[src/rtl/seg7_scan_driver.sv]
// Multiplexed hex seven-segment scanner with frame-synchronous shadow value,
// leading-zero blanking and per-slot dead time. Define SEG7_PWM_EN for brightness PWM.
module seg7_scan_driver #(
    parameter int DIGITS         = 4,
    parameter int REFRESH_CYCLES = 100000,
    parameter int CW             = 17
) (
    input  logic                  clk,
    input  logic                  reset,
    input  logic [4*DIGITS-1:0]   value,
    input  logic                  blank_lz,
    input  logic [3:0]            brightness,
    output logic [6:0]            seg,
    output logic [DIGITS-1:0]     an,
    output logic                  frame_done
);

    localparam int            IW        = (DIGITS > 1) ? $clog2(DIGITS) : 1;
    localparam logic [IW-1:0] LAST_IDX  = IW'(DIGITS - 1);
    localparam logic [CW-1:0] LAST_SLOT = CW'(REFRESH_CYCLES - 1);

    logic [CW-1:0]       r_slot_cnt;
    logic [IW-1:0]       r_idx;
    logic [4*DIGITS-1:0] r_shadow;
    logic [6:0]          r_seg;
    logic [DIGITS-1:0]   r_an;
    logic                r_frame_done;

    logic                w_wrap;
    logic                w_frame;
    logic                w_lit;
    logic                w_zero_run;
    logic                w_blank_sel;
    logic [3:0]          w_digit;
    logic [DIGITS-1:0]   w_blank;
    logic [6:0]          w_seg_nxt;
    logic [DIGITS-1:0]   w_an_nxt;
    logic                w_pwm_on;

    function automatic logic [6:0] f_decode(input logic [3:0] d);
        case (d)
            4'h0:    f_decode = 7'b0000001;
            4'h1:    f_decode = 7'b1001111;
            4'h2:    f_decode = 7'b0010010;
            4'h3:    f_decode = 7'b0000110;
            4'h4:    f_decode = 7'b1001100;
            4'h5:    f_decode = 7'b0100100;
            4'h6:    f_decode = 7'b0100000;
            4'h7:    f_decode = 7'b0001111;
            4'h8:    f_decode = 7'b0000000;
            4'h9:    f_decode = 7'b0000100;
            4'hA:    f_decode = 7'b0001000;
            4'hB:    f_decode = 7'b1100000;
            4'hC:    f_decode = 7'b0110001;
            4'hD:    f_decode = 7'b1000010;
            4'hE:    f_decode = 7'b0110000;
            default: f_decode = 7'b0111000;
        endcase
    endfunction

    assign w_wrap  = (r_slot_cnt == LAST_SLOT);
    assign w_frame = w_wrap && (r_idx == LAST_IDX);

`ifdef SEG7_PWM_EN
    logic [3:0] r_pwm_ph;

    always_ff @(posedge clk or posedge reset) begin
        if (reset) begin
            r_pwm_ph <= '0;
        end else begin
            r_pwm_ph <= r_pwm_ph + 4'd1;
        end
    end

    assign w_pwm_on = (r_pwm_ph < brightness);
`else
    logic w_unused_brightness;

    assign w_unused_brightness = ^brightness;
    assign w_pwm_on            = 1'b1;
`endif

    // Blank mask is built from the top digit down; the running AND tracks "all higher digits zero".
    always_comb begin
        w_zero_run  = 1'b1;
        w_blank     = '0;
        w_digit     = 4'h0;
        w_blank_sel = 1'b0;
        for (int unsigned k = 0; k < DIGITS; k++) begin
            w_zero_run = w_zero_run & (r_shadow[4*(DIGITS-1-k) +: 4] == 4'h0);
            w_blank[DIGITS-1-k] = blank_lz & w_zero_run & (k != DIGITS - 1);
        end
        for (int unsigned k = 0; k < DIGITS; k++) begin
            if (r_idx == IW'(k)) begin
                w_digit     = r_shadow[4*k +: 4];
                w_blank_sel = w_blank[k];
            end
        end
    end

    always_comb begin
        w_lit     = (r_slot_cnt != '0) && !w_blank_sel && w_pwm_on;
        w_seg_nxt = w_lit ? f_decode(w_digit) : 7'h7F;
        w_an_nxt  = '1;
        for (int unsigned k = 0; k < DIGITS; k++) begin
            w_an_nxt[k] = ~(w_lit && (r_idx == IW'(k)));
        end
    end

    always_ff @(posedge clk or posedge reset) begin
        if (reset) begin
            r_slot_cnt   <= '0;
            r_idx        <= '0;
            r_shadow     <= '0;
            r_seg        <= 7'h7F;
            r_an         <= '1;
            r_frame_done <= 1'b0;
        end else begin
            r_slot_cnt <= w_wrap ? '0 : r_slot_cnt + CW'(1);
            if (w_wrap) begin
                r_idx <= (r_idx == LAST_IDX) ? '0 : r_idx + IW'(1);
            end
            if (w_frame) begin
                r_shadow <= value;
            end
            r_frame_done <= w_frame;
            r_seg        <= w_seg_nxt;
            r_an         <= w_an_nxt;
        end
    end

    assign seg        = r_seg;
    assign an         = r_an;
    assign frame_done = r_frame_done;

endmodule

[config.mk]
export PLATFORM = sky130hd
export DESIGN_NAME = seg7_scan_driver
export DESIGN_NICKNAME = d
export VERILOG_FILES = /design/src/rtl/seg7_scan_driver.sv
export SDC_FILE = /design/constraint.sdc
export NUM_CORES = 1
export LEC_CHECK = 0
export CORE_ASPECT_RATIO = 0.75
export CORE_UTILIZATION = 55
export DETAILED_ROUTE_END_ITERATION = 12
export DONT_BUFFER_PORTS = 1
export GPL_TIMING_DRIVEN = 0
export MAX_ROUTING_LAYER = met4
export PLACE_DENSITY_LB_ADDON = 0.2
export SYNTH_ARGS = -nofsm -noshare
export SYNTH_HDL_FRONTEND = slang
export SYNTH_SLANG_ARGS = --single-unit
[constraint.sdc]
create_clock -name clk -period 1.9 [get_ports clk]
set_input_delay 0.19 -clock clk [delete_from_list [all_inputs] [get_ports clk]]
set_output_delay 0.19 -clock clk [all_outputs]
set_load 0.03 [all_outputs]
==> results of run 1 <==
==> final cells by class <==
type                    count  area [µm²]  area share
inverters                  13        53.8      0.0164
clock buffers               6        82.6      0.0251
clock inverters             2        35.0      0.0107
well taps                  55        68.8      0.0209
flip-flops and latches     47        1190       0.363
repair buffers             43         380       0.116
multi-input cells         151        1410       0.429
plain buffers               5        62.6      0.0190
==> cells in the final DEF (no fill, tap or decap), drive strengths merged, types with 3 or more instances in the layout <==
| master | netlist | routed |
|---|---|---|
| buf | 4 | 46 |
| dfrtp | 36 | 36 |
| nand2 | 23 | 23 |
| mux2 | 17 | 17 |
| nor2 | 13 | 13 |
| inv | 13 | 13 |
| ha | 12 | 12 |
| dfstp | 11 | 11 |
| nand3 | 10 | 10 |
| xnor2 | 8 | 8 |
| clkbuf | 3 | 7 |
| nor2b | 7 | 7 |
| a21oi | 7 | 7 |
| xor2 | 5 | 5 |
| o21ai | 5 | 5 |
| a211oi | 5 | 5 |
| nor4 | 5 | 5 |
| nand4 | 3 | 3 |
| nand3b | 3 | 3 |
| nor3b | 3 | 3 |
| nor3 | 3 | 3 |
==> path summary, 6_finish.rpt <==
check                            endpoint  cells past startpoint
min reg2reg                 r_slot_cnt[6]                      1
max reg2reg                        seg[3]                     10
max in group asynchronous        r_idx[0]                      1
min                        r_slot_cnt[13]                      1
max                                seg[3]                     10
min in group clk             r_shadow[12]                      1
==> Yosys cell counts, drive strengths merged <==
cell	instances	area share
dfrtp	36	0.37
nand2	23	0.040
mux2	17	0.093
inv	13	0.020
nor2	13	0.020
ha	12	0.062
dfstp	11	0.12
nand3	10	0.021
xnor2	8	0.029
a21oi	7	0.014
nor2b	7	0.018
a211oi	5	0.020
nor4	5	0.025
o21ai	5	0.010
xor2	5	0.018
buf	4	0.011
clkbuf	3	0.0047
nand3b	3	0.0093
nand4	3	0.0078
nor3	3	0.0062
nor3b	3	0.0093
a22o	2	0.0072
a22oi	2	0.0062
a31oi	2	0.0052
and3	2	0.0052
mux2i	2	0.0083
o211ai	2	0.0062
or3	2	0.0052
a211o	1	0.0036
a221oi	1	0.0036
and2	1	0.0026
and4	1	0.0036
nor4b	1	0.0036
o22a	1	0.0036
o22ai	1	0.0026
o31ai	1	0.0031
==> layer usage <==
metal | up-vias | global-route usage | wire length (µm) | share of wire
met3 | 13 | 0.0569 | 277 | 0.045
met5 | - | - | 0 | 0
li1 | 854 | - | - | -
met2 | 69 | 0.452 | 3060 | 0.50
met4 | 0 | 0.0899 | 78 | 0.013
met1 | 952 | 0.370 | 2730 | 0.44
==> power breakdown <==
group | switching [mW] | leakage [nW] | internal (mW) | total, mW
registers | 0.0519 | 0.562 | 1.04 | 1.09
logic | 0.0843 | 0.847 | 0.0822 | 0.166
clock network | 0.341 | 0.0612 | 0.426 | 0.767
total | 0.478 | 1.47 | 1.55 | 2.03
==> what timing repair did <==
| action | in CTS | in global routing |
|---|---|---|
| gates resized for setup | 52 | 22 |
| cloned | 2 | 1 |
| buffers inserted | 29 | 11 |
| endpoints found under the setup margin | 37 | 34 |
| pin swaps | 14 | 22 |
==> kinds of logic (layout without fill, tap and decap cells) <==
group,count (synthesis),in the layout,synth area share
AND/OR/NAND/NOR,77,77,0.177
flip-flops,47,47,0.491
AO/OA/AOI/OAI,30,30,0.0858
buffers and inverters,20,69,0.0357
multiplexers,19,19,0.101
XOR/XNOR,13,13,0.0470
adder cells (fa/ha/maj),12,12,0.0620
==> registers in the layout, summed over array words and instances, names as in the netlist <==
register / count
an: 4
frame_done: 1
r_idx: 2
r_shadow: 16
r_slot_cnt: 17
seg: 7
==> impl_metrics.yaml, run 1 <==
cts:
  path_clk_slew_ns: 0.09
  cts_max_level: 2
  cts_tree: "done"
  clk_path_buf_depth: 2
  numCtsBuffers: 5
  cts_sinks: 47
  postCtsHoldBufs: 0
  clkLatencyLatePin_ns: 0.30
  cts-root-buf: "clkbuf_8"
placed_design:
  dp_hpwl_um: 3510
  place_area_um2: 2540
  place.gp.congestion: 0.888
  dp.cells: 273
  place_ws_ns: -0.404
  portBuffers: 0
die:
  die_w_um: 78.6
  core_um2: 4130
  dieArea_um2: 4670
  io_pins: 35
  die_h_um: 59.5
  start_util: 0.586
  placementRows: 20
critical_path:
  worstSetupStartpointType: "flip-flop"
  slowest_stage: "dfrtp_2"
  cp_max_fo: 10
  cp_top_family: "flip-flops"
  r2r-start: "r_idx[1]"
  path_class: "reg -> reg"
  end_kind: "flip-flop"
  startpoint: "r_idx[1]"
  cp_slowest_stage_delay_ns: 0.46
  crit_chain: "buf_4 -> ha_4 -> buf_12 -> a221oi_4 -> a21oi_4 -> inv_2 -> ha_4 -> mux2i_1 -> mux2_4 -> nand2_2"
  path_buf_inv: 3
  critical_path_arrival_ns: 2.38
  cp_common_cell: "ha_4"
  required_ns: 2.15
  rrSetupSlack_ns: -0.24
routing:
  first_iter_violations: 96
  firstDrtPassIters: 4
  drc: 0
  routedWlPerCell_um: 19.1
  vias: 1888
  drt-total-wl_um: 6150
  ant_nets: 0
  vias_per_cell: 5.86
power_and_ir_drop:
  pwr_density_cell_nw_per_um2: 617
  ir_worst_vdd_uv: 497
  total_leakage_power_nw: 1.47
  p_total_mw: 2.03
logic_synthesis:
  synth_cells: 218
  synthesis.area_um2: 2420
  synth_cell_types: 42
  ys_seq_area_frac: 0.491
  yosys_warnings: 0
  syn-num-nets: 253
  syn_avg_cell_area_um2: 11.1
  ys_ff_latch: 47
timing:
  post-route-min-period_ns: 2.14
  tns_ns: -2.13
  rsz0062_at_grt: "yes"
  holdWs_ns: -0.0219
  worst_slew_pin_slew_ns: 0.953
  max_freq_ghz: 0.468
  slew_viol_final: 0
  finalClockSkew_ns: 0.00528
  setup_viol: 21
  relSlewSlack: 0.363
  finalHoldViolations: 36
  layout_setup_ws_ns: -0.237
  fin_crit_sh: 1.12
run_status:
  violations: "hold timing, setup timing"
  status: "complete, but fails checks"
layout:
  utilization: 0.796
  drive_above_1_share: 0.479
  area_growth_pct: 35.8
  final_cells: 322
  fillerInstances: 244
  stdcell_area_um2: 3290
  final_nets: 301
  n_antenna_cell: 0
grt:
  grt-ovfl-total: 0
  grt_pass1_wl_um: 9400
  antenna_found_initial: 0
  grt_pass1_vias: 1854
  grt_max_degree: 48
  track_usage: 0.284
worst_hold_path:
  hold_path_class: "in -> async"
run:
  cap_violations: 0
(Power assumes the default switching activity.)
==> run 2, diff against run 1 <==
--- a/config.mk
+++ b/config.mk
@@ -12,6 +12,7 @@
 export GPL_TIMING_DRIVEN = 0
 export MAX_ROUTING_LAYER = met4
 export PLACE_DENSITY_LB_ADDON = 0.2
+export SETUP_SLACK_MARGIN = 0.02
 export SYNTH_ARGS = -nofsm -noshare
 export SYNTH_HDL_FRONTEND = slang
 export SYNTH_SLANG_ARGS = --single-unit
==> constraint.sdc (replaced) <==
create_clock -name clk -period 2.7 [get_ports clk]
set_input_delay 0.27 -clock clk [delete_from_list [all_inputs] [get_ports clk]]
set_output_delay 0.27 -clock clk [all_outputs]
set_load 0.03 [all_outputs]
==> run 2 against run 1 <==
  * Routed wire length down 25%
  * Sequential share of layout area up 9.7 points
  * Total power down 37%
  * Non-clock buffer count down 41
  * The run now ends clean
==> impl_metrics.yaml, run 2 (synthesis gave the netlist of run 1 again) <==
die:
  dieArea_um2: 4670
  placementRows: 20
  io_pins: 35
  die_w_um: 78.6
  start_util: 0.586
  die_h_um: 59.5
  core_um2: 4130
cts:
  numCtsBuffers: 5
  cts-root-buf: "clkbuf_8"
  clk_path_buf_depth: 2
  cts_sinks: 47
  clkLatencyLatePin_ns: 0.29
  cts_tree: "done"
  cts_max_level: 2
  path_clk_slew_ns: 0.08
  postCtsHoldBufs: 0
critical_path:
  r2r-start: "r_idx[0]"
  rrSetupSlack_ns: 0.26
  r2r_end: "seg[3]"
  cp_slowest_stage_delay_ns: 0.42
  reg2regPathDepth: 11
  critical_path_arrival_ns: 2.64
  end_kind: "flip-flop"
  worstSetupStartpointType: "flip-flop"
  path_class: "reg -> reg"
  crit_chain: "inv_1 -> ha_1 -> buf_2 -> a21oi_1 -> a221oi_2 -> a21oi_1 -> inv_1 -> ha_1 -> mux2i_1 -> mux2_2 -> nand2_1"
  slowest_stage: "dfrtp_1"
  required_ns: 2.90
  cp_max_fo: 10
timing:
  worst_slew_pin_slew_ns: 0.940
  fin_crit_sh: 0.902
  setup_viol: 0
  tns_ns: 0
  finalHoldViolations: 0
  max_freq_ghz: 0.411
  slew_viol_final: 0
  relSlewSlack: 0.373
  rsz0062_at_grt: "no"
  finalClockSkew_ns: 0.00341
  post-route-min-period_ns: 2.44
layout:
  max_flop_register: "r_slot_cnt"
  drive_above_1_share: 0.208
  final_cell_mix: "dfrtp_1, nand2_1, nor2_1"
  n_antenna_cell: 0
  fillerInstances: 343
  area_growth_pct: 6.87
  largest_register_ffs: 17
  utilization: 0.627
  final_common_cell: "dfrtp_1"
  final_nets: 260
placed_design:
  place.gp.congestion: 0.927
  portBuffers: 0
  dp_hpwl_um: 3310
grt:
  grt_pass1_vias: 1611
  grt_pass1_wl_um: 7370
  antenna_found_initial: 0
  grt-ovfl-total: 0
  track_usage: 0.219
  grt_max_degree: 48
routing:
  first_iter_violations: 75
  vias_per_cell: 5.88
  drc: 0
  vias: 1652
  ant_nets: 0
  drt-total-wl_um: 4580
  routedWlPerCell_um: 16.3
  firstDrtPassIters: 4
power_and_ir_drop:
  p_int_uw: 973
  pwr_density_cell_nw_per_um2: 490
  power_switching_uw: 295
  total_leakage_power_nw: 1.20
  pwr-share-seq: 0.605
  pwr-share-clk: 0.336
  ir_worst_vdd_uv: 338
  p_sw_frac: 0.233
  pwr-share-comb: 0.059
run_status:
  status: "finished, final reports clean"
worst_hold_path:
  hold_path_class: "in -> async"
run:
  cap_violations: 0
-- run 2: worst max-delay path: cells and delay by family, from the launching register on --
kind | cells | cell delay [ns]
AOI/OAI and AO/OA | 3 | 0.67
adders and majority gates | 2 | 0.47
buffers and inverters | 3 | 0.40
DFF | 1 | 0.42
muxes | 2 | 0.33
and+or+nand+nor | 1 | 0.05
-- run 2: through the flow --
| step | worst slack (ns) | cells | power, mW | cell area [µm²] | hold slack (ns) |
|---|---|---|---|---|---|
| floorplan | 0.612 | 218 | 0.835 | 2420 | 0.419 |
| global placement | 0.368 | 273 | 0.849 | 2490 | 0.419 |
| detailed placement | 0.244 | 273 | 0.855 | 2490 | 0.409 |
| CTS | 0.199 | 281 | 1.28 | 2580 | 0.0900 |
| global route | 0.0823 | 281 | 1.32 | 2590 | 0.104 |
| finish | 0.265 | 281 | 1.27 | 2590 | 0.0683 |
-- run 2: how the worst max path moves through the flow --
| stage | startpoint | endpoint | depth (start not counted) |
|---|---|---|---|
| 4_1_cts | r_idx[1] | seg[3] | 11 |
| 3_5_place_dp | r_idx[1] | seg[3] | 11 |
| 3_3_place_gp | r_idx[1] | seg[3] | 11 |
| 6_report | r_idx[0] | seg[3] | 11 |
| 5_1_grt | r_idx[0] | seg[3] | 11 |
| 2_1_floorplan | r_idx[0] | seg[3] | 10 |
-- run 2: layout make-up --
| type | instances | area [µm²] | share of cell area |
|---|---|---|---|
| Buffer | 7 | 37.5 | 0.0145 |
| Clock buffer | 7 | 86.3 | 0.0334 |
| Clock inverter | 1 | 5.00 | 0.00193 |
| Inverter | 13 | 48.8 | 0.0189 |
| Multi-Input combinational cell | 151 | 1150 | 0.445 |
| Sequential cell | 47 | 1190 | 0.460 |
| Tap cell | 55 | 68.8 | 0.0266 |
-- run 2: power groups by stage --
| stage | Combinational (mW) | Clock, mW | Sequential, mW |
|---|---|---|---|
| 3_3_place_gp | 0.0695 | 0 | 0.779 |
| 6_report | 0.0753 | 0.426 | 0.767 |
| 5_1_grt | 0.0841 | 0.463 | 0.770 |
| 3_5_place_dp | 0.0745 | 0 | 0.780 |
| 4_1_cts | 0.0749 | 0.437 | 0.767 |
| 2_1_floorplan | 0.0606 | 0 | 0.775 |
-- run 2: what timing repair did --
action | in CTS | in global routing
setup endpoints to repair | 0 | 1
resized for setup | 0 | 1
buffers inserted | 0 | 0
-- run 2: routing by layer --
metal	wire [µm]	GRT usage	vias up
met5	0	-	-
met4	83	0.0714	0
met3	226	0.0538	17
met2	2040	0.320	60
met1	2230	0.301	800
li1	-	-	775
